### config.mk
export PLATFORM = sky130hd
export DESIGN_NAME = traffic_light_monitor
export DESIGN_NICKNAME = d
export VERILOG_FILES = /design/src/rtl/traffic_light_monitor.sv
export SDC_FILE = /design/constraint.sdc
export NUM_CORES = 1
export LEC_CHECK = 0
export CORE_UTILIZATION = 40
export CTS_CLUSTER_DIAMETER = 60
export DETAILED_ROUTE_END_ITERATION = 7
export PLACE_DENSITY = 0.66
export SLEW_MARGIN = 5
export SYNTH_ARGS = -nofsm -noshare
export SYNTH_HDL_FRONTEND = slang
export SYNTH_SLANG_ARGS = --single-unit
### constraint.sdc
create_clock -name clk -period 2.86 [get_ports clk]
set_clock_uncertainty 0.05 [all_clocks]
set_input_delay 0.858 -clock clk [delete_from_list [all_inputs] [get_ports clk]]
set_output_delay 0.858 -clock clk [all_outputs]
set_load 0.05 [all_outputs]
### src/rtl/traffic_light_monitor.sv
// rtl/traffic_light_monitor.sv - safety monitor between light controller and lamp drivers (option: TRAFFIC_MONITOR_FAULT_COUNT_EN)
module traffic_light_monitor #(
    parameter int STARTUP_CYCLES = 16,
    parameter int FLASH_HALF     = 8,
    parameter int MAX_HOLD       = 1024
) (
    input  logic       clk,
    input  logic       rst,
    input  logic [2:0] light_M1_in,
    input  logic [2:0] light_M2_in,
    input  logic [2:0] light_MT_in,
    input  logic [2:0] light_S_in,
    input  logic       fault_clr,
    output logic [2:0] light_M1,
    output logic [2:0] light_M2,
    output logic [2:0] light_MT,
    output logic [2:0] light_S,
    output logic       fault,
    output logic [2:0] fault_code
`ifdef TRAFFIC_MONITOR_FAULT_COUNT_EN
    ,
    output logic [7:0] fault_count
`endif
);

    typedef enum logic [1:0] {STARTUP, PASS, FAULT_FLASH} state_t;

    localparam logic [2:0] RED  = 3'b100;
    localparam logic [2:0] YEL  = 3'b010;
    localparam logic [2:0] GRN  = 3'b001;
    localparam logic [2:0] DARK = 3'b000;

    localparam logic [2:0] CODE_INVALID  = 3'd1;
    localparam logic [2:0] CODE_CONFLICT = 3'd2;
    localparam logic [2:0] CODE_SKIP     = 3'd3;
    localparam logic [2:0] CODE_WATCHDOG = 3'd4;

    localparam int SW = $clog2(STARTUP_CYCLES + 1);
    localparam int FW = $clog2(FLASH_HALF + 1);
    localparam int WW = $clog2(MAX_HOLD + 1);

    localparam logic [SW-1:0] SU_LAST = SW'(STARTUP_CYCLES - 1);
    localparam logic [FW-1:0] BC_LAST = FW'(FLASH_HALF - 1);
    localparam logic [WW-1:0] WD_LAST = WW'(MAX_HOLD - 1);

    state_t        state, state_next;
    logic [2:0]    r_m1, r_m2, r_mt, r_s;
    logic [2:0]    p_m1, p_m2, p_mt, p_s;
    logic [SW-1:0] su_cnt, su_next;
    logic [FW-1:0] bc, bc_next;
    logic          phase, phase_next;
    logic [WW-1:0] wd_cnt, wd_next;
    logic [2:0]    m1_next, m2_next, mt_next, s_next;
    logic          fault_next;
    logic [2:0]    code_next;
    logic          conflict, invalid, skipped, changed, wd_hit;
    logic [2:0]    cause;
    logic          enter;
    logic [2:0]    enter_code;

    function automatic logic is_go(input logic [2:0] v);
        return v[1] | v[0];
    endfunction

    // Stage 1: capture controller outputs and keep the previous capture for transition checks
    always_ff @(posedge clk or negedge rst) begin
        if (!rst) begin
            r_m1 <= RED;
            r_m2 <= RED;
            r_mt <= RED;
            r_s  <= RED;
            p_m1 <= RED;
            p_m2 <= RED;
            p_mt <= RED;
            p_s  <= RED;
        end else begin
            r_m1 <= light_M1_in;
            r_m2 <= light_M2_in;
            r_mt <= light_MT_in;
            r_s  <= light_S_in;
            p_m1 <= r_m1;
            p_m2 <= r_m2;
            p_mt <= r_mt;
            p_s  <= r_s;
        end
    end

    // Fault checks on the stage-1 pattern, resolved to a single prioritised cause
    always_comb begin
        conflict = (is_go(r_s) && (is_go(r_m1) || is_go(r_m2) || is_go(r_mt)))
                 || (is_go(r_mt) && is_go(r_m2));
        invalid  = !($onehot(r_m1) && $onehot(r_m2) && $onehot(r_mt) && $onehot(r_s));
        skipped  = (p_m1 == GRN && r_m1 == RED) || (p_m2 == GRN && r_m2 == RED)
                 || (p_mt == GRN && r_mt == RED) || (p_s == GRN && r_s == RED);
        changed  = {r_m1, r_m2, r_mt, r_s} != {p_m1, p_m2, p_mt, p_s};
        wd_hit   = (wd_cnt == WD_LAST);
        cause    = 3'd0;
        if (conflict)     cause = CODE_CONFLICT;
        else if (invalid) cause = CODE_INVALID;
        else if (skipped) cause = CODE_SKIP;
        else if (wd_hit)  cause = CODE_WATCHDOG;
    end

    // Next state, counters and the stage-2 lamp pattern
    always_comb begin
        state_next = state;
        su_next    = su_cnt;
        bc_next    = bc;
        phase_next = phase;
        wd_next    = '0;
        m1_next    = RED;
        m2_next    = RED;
        mt_next    = RED;
        s_next     = RED;
        fault_next = fault;
        code_next  = fault_code;
        enter      = 1'b0;
        enter_code = 3'd0;
        case (state)
            STARTUP: begin
                if (conflict) begin
                    enter      = 1'b1;
                    enter_code = CODE_CONFLICT;
                end else if (su_cnt == SU_LAST) begin
                    state_next = PASS;
                    su_next    = '0;
                end else begin
                    su_next = su_cnt + 1'b1;
                end
            end
            PASS: begin
                m1_next = r_m1;
                m2_next = r_m2;
                mt_next = r_mt;
                s_next  = r_s;
                if (cause != 3'd0) begin
                    enter      = 1'b1;
                    enter_code = cause;
                end else begin
                    wd_next = changed ? '0 : wd_cnt + 1'b1;
                end
            end
            FAULT_FLASH: begin
                if (fault_clr && !conflict && !invalid) begin
                    state_next = STARTUP;
                    su_next    = '0;
                    fault_next = 1'b0;
                    code_next  = 3'd0;
                end else begin
                    if (bc == BC_LAST) begin
                        bc_next    = '0;
                        phase_next = !phase;
                    end else begin
                        bc_next = bc + 1'b1;
                    end
                    if (phase_next) begin
                        m1_next = YEL;
                        m2_next = YEL;
                        mt_next = YEL;
                        s_next  = RED;
                    end else begin
                        m1_next = DARK;
                        m2_next = DARK;
                        mt_next = DARK;
                        s_next  = DARK;
                    end
                end
            end
            default: state_next = STARTUP;
        endcase
        // the faulting pattern is replaced by the first ON half of the blink
        if (enter) begin
            state_next = FAULT_FLASH;
            su_next    = '0;
            fault_next = 1'b1;
            code_next  = enter_code;
            phase_next = 1'b1;
            bc_next    = '0;
            m1_next    = YEL;
            m2_next    = YEL;
            mt_next    = YEL;
            s_next     = RED;
        end
    end

    // State register and stage-2 output register
    always_ff @(posedge clk or negedge rst) begin
        if (!rst) begin
            state      <= STARTUP;
            su_cnt     <= '0;
            bc         <= '0;
            phase      <= 1'b0;
            wd_cnt     <= '0;
            light_M1   <= RED;
            light_M2   <= RED;
            light_MT   <= RED;
            light_S    <= RED;
            fault      <= 1'b0;
            fault_code <= 3'd0;
        end else begin
            state      <= state_next;
            su_cnt     <= su_next;
            bc         <= bc_next;
            phase      <= phase_next;
            wd_cnt     <= wd_next;
            light_M1   <= m1_next;
            light_M2   <= m2_next;
            light_MT   <= mt_next;
            light_S    <= s_next;
            fault      <= fault_next;
            fault_code <= code_next;
        end
    end

`ifdef TRAFFIC_MONITOR_FAULT_COUNT_EN
    // Saturating count of fault entries; only reset clears it
    always_ff @(posedge clk or negedge rst) begin
        if (!rst) begin
            fault_count <= 8'd0;
        end else if (enter && fault_count != 8'hFF) begin
            fault_count <= fault_count + 8'd1;
        end
    end
`endif

endmodule

==> metrics.csv <==
stage,metric,value,unit
finish,Multi-input gate area,0.00119,mm^2
finish,area added between synthesis and finish,27.5,%
power_and_ir_drop,worst vdd rail ir drop,287,uV
sta,max-slew violation count,0,
worst_setup_path,crit-path cells,inv_1 -> fa_1 -> nor4b_2 -> or3b_2 -> o21ai_4 -> a21oi_1 -> a211oi_1,
worst_setup_path,RR Endpoint,state[0],
logic_synthesis,sequential area share after synthesis,55.7,%
finish,layout cells sized above 1,17.3,%
logic_synthesis,synth unique cells,43,
die,Initial Util,41.8,%
power_and_ir_drop,part of the power in registers,39.0,%
logic_synthesis,ys async rst share,100,%
clocking,Clock transition at path regs,0.07,ns
logic_synthesis,top_reg_cell synth,dfrtp_1,
die,Die ar.,0.00748,mm^2
clocking,clk sinks,63,
placed_design,Placer Congestion,0.797,
power_and_ir_drop,Power Internal,0.00192,W
sta,Slew HR,66.9,%
finish,Reg area,0.00159,mm^2
sta,RSZ-0062 raised after global routing,false,
route,first drt pass iteration count,4,
worst_setup_path,Critical Path End Type,flip-flop,
route,Avg WL per Cell,13.8,um
worst_setup_path,CP Launch Type,flip-flop,
global_routing,first-pass GRT wire length,9850,um
finish,filler cell count,623,
power_and_ir_drop,Switch Pwr,0.000908,W
finish,final core utilization,53.3,%
status,outcome,completed,
route,via count,2056,
clocking,Max clock buf depth,2,
logic_synthesis,"Avg Cell Area, Syn",11.1,um^2
clocking,root buffer cell,clkbuf_8,
worst_setup_path,Setup CP Type,reg -> reg,
worst_setup_path,reg2reg path depth,7,
logic_synthesis,Seq cells post-synth,63,
route,Post-DRT Antenna Nets,0,
power_and_ir_drop,switching part of the total,32.1,%
worst_setup_path,slowest CP cell,dfstp_2,
placed_design,DP HPWL,4150,um
logic_synthesis,Post-Synthesis Cells,257,
finish,ANT cells,0,
global_routing,largest net degree at the start of global routing,29,
clocking,Inserted Clock Buffers,9,
placed_design,I/O Buffers,30,
sta,final hold slack,0.337,ns
sta,Final setup viols,0,
run,Max Cap Viol,0,
route,DR iter-0 viols,112,
global_routing,vias in the first global route,2065,
route,DRC Markers,0,
worst_setup_path,reg2reg start,r_m1[2],
global_routing,GRT Util Overall,17.6,%
finish,Final nets,333,
worst_setup_path,worst path bufs/invs,1,
sta,FMAX,376,MHz
global_routing,initial antenna violation count,0,
power_and_ir_drop,Static Leak,1.60,nW
worst_setup_path,CP Data Arrival Time,2.86,ns
logic_synthesis,Synthesized Nets,282,
worst_setup_path,"Req. time, crit path",3.06,ns
clocking,post-CTS setup buffers,0,
worst_setup_path,"Largest delay share family, worst path",simple AND/OR/NAND/NOR gates,
die,# IOs,31,
worst_setup_path,Worst path depth,7,
worst_setup_path,worst setup path endpoint,state[0],
clocking,Worst-Skew Late Latency,0.34,ns
route,drt total wl,5660,um
worst_setup_path,Worst Setup SP,r_m1[2],
global_routing,total gr overflow,0,
die,die height,86.5,um
worst_setup_path,"setup slack, reg-to-reg",0.20,ns
logic_synthesis,synth warn,0,
sta,min cycle time layout,2.66,ns
power_and_ir_drop,Clock power frac,33.1,%
clocking,H-tree Lvls,3,
worst_setup_path,crit path max fanout,9,
die,row cnt,30,
worst_setup_path,crit-path max cell delay,0.57,ns
route,vias per cell,5.03,
sta,setup TNS,0,ns
sta,Worst Tran Pin Value,0.495,ns
clocking,CTS Hold Bufs,0,
sta,Tcrit/Tclk final,93.0,%
die,Die W,86.5,um
die,Core Area,0.00683,mm^2
sta,Final Hold Viols,0,
power_and_ir_drop,Logic pwr share,27.9,%
logic_synthesis,netlist area before placement,0.00286,mm^2
logic_synthesis,"EDFF count, synth",0,
min_path,HP Class,in -> async,
clocking,CTS tree,yes,
power_and_ir_drop,power density cells,776,mW/mm^2
[through the flow]
step / cells / setup WS, ns / area [um^2] / power [W]
after floorplan: 257 / 0.357 / 2860 / 0.00163
after detailed placement: 393 / 0.0530 / 3380 / 0.00190
final: 409 / 0.200 / 3640 / 0.00283
after global placement: 393 / 0.193 / 3380 / 0.00189
after CTS: 409 / 0.0214 / 3630 / 0.00285
after global routing: 409 / 0.0627 / 3640 / 0.00297
[layout make-up]
type	count	area share, %
tap	96	3.30
timing repair buffer	47	12.0
multi-input combinational	170	32.6
inverter	17	1.75
sequential	63	43.7
clock buffer	10	3.78
clock inverter	6	2.95
[sequential cells by signal, summed over array words and instances (netlist names)]
name,count
bc,4
fault,1
fault_code,3
light_M1,3
light_M2,3
light_MT,3
light_S,3
p_m1,3
p_m2,3
p_mt,3
p_s,3
phase,1
r_m1,3
r_m2,3
r_mt,3
r_s,3
state,2
su_cnt,5
wd_cnt,11
[kinds of logic after synthesis]
logic type	share of synthesized area (%)
AO/OA/AOI/OAI	10.2
AND/OR/NAND/NOR	19.0
adder cells (fa/ha/maj)	5.43
XOR/XNOR	6.44
buffers and inverters	3.28
flip-flops	55.7
[worst min-delay path by stage]
stage            start         to  slack (ns)  cells past startpoint
2_1_floorplan  r_m2[2]    p_m2[2]        0.33                      0
3_3_place_gp   r_m1[2]    p_m1[2]        0.33                      0
3_5_place_dp   r_m1[2]    p_m1[2]        0.34                      0
4_1_cts            rst  wd_cnt[7]        0.33                      1
5_1_grt            rst  wd_cnt[8]        0.34                      1
6_report           rst  wd_cnt[7]        0.34                      1
[routing by layer]
layer | track usage [%] | vias to the layer above | wire (um) | part of all wire, %
li1 | - | 1001 | - | -
met1 | 23.4 | 1000 | 2590 | 46
met2 | 27.5 | 44 | 2720 | 48
met3 | 4.95 | 11 | 260 | 4.6
met4 | 6.82 | 0 | 89 | 1.6
met5 | 0 | - | 0 | 0
[what timing repair did]
action,4_1_cts,5_1_grt
hold endpoints to repair,0,0
endpoints found under the setup margin,0,21
gates resized for setup,0,3
[power groups by stage]
stage	sequential, W	clock [W]	combinational [W]
4_1_cts	0.00110	0.000959	0.000786
3_5_place_dp	0.00112	0	0.000782
3_3_place_gp	0.00112	0	0.000773
5_1_grt	0.00111	0.00100	0.000859
2_1_floorplan	0.00133	0	0.000298
6_report	0.00110	0.000936	0.000788
[cell usage in the layout, fill, tap and decap left out, types with 3 or more instances in the layout]
master	synthesis	layout
ha_1	6	6
a21oi_1	11	11
inv_1	17	17
a31oi_1	5	5
buf_4	0	16
nor4bb_1	4	4
nand4_1	6	6
o211ai_1	3	3
clkbuf_8	0	10
xor2_1	13	13
nand3_1	15	15
nor2_1	22	22
clkdlybuf4s50_1	0	29
and3_1	9	9
xnor2_1	8	8
o21ai_0	10	10
a22o_1	3	3
nand2_1	16	16
fa_1	4	4
or3_1	3	3
dfrtp_1	51	51
dfstp_2	12	12
bufinv_16	0	3
nor4_1	3	3
a22oi_1	3	3
[cells in the mapped netlist (2+ instances only)]
master	n	share of area [%]
a21oi_1	11	1.9
nor2_1	22	2.9
clkbuf_1	4	0.53
nand2_1	16	2.1
dfrtp_1	51	45
a22oi_1	3	0.79
buf_2	3	0.53
o21ai_0	10	1.8
o211ai_1	3	0.79
inv_1	17	2.2
nor4_1	3	0.66
a22o_1	3	0.92
fa_1	4	2.8
dfstp_2	12	11
nand2b_1	2	0.44
nor4bb_1	4	1.4
a21o_1	2	0.53
nor2b_1	2	0.44
nand4b_1	2	0.61
xor2_1	13	4.0
nand4_1	6	1.3
nor3_1	2	0.35
or3_1	3	0.66
and3_1	9	2.0
xnor2_1	8	2.5
nor3b_1	2	0.53
nand3_1	15	2.6
a31oi_1	5	1.1
ha_1	6	2.6
[worst register-to-register path, delay by kind of cell, from the launching register on]
kind                       cells  cell delay (ns)
and+or+nand+nor                2             0.88
DFF                            1             0.57
AOI/OAI and AO/OA              3             0.55
adders and majority gates      1             0.46
buffers and inverters          1             0.06
(Power assumes the default switching activity.)
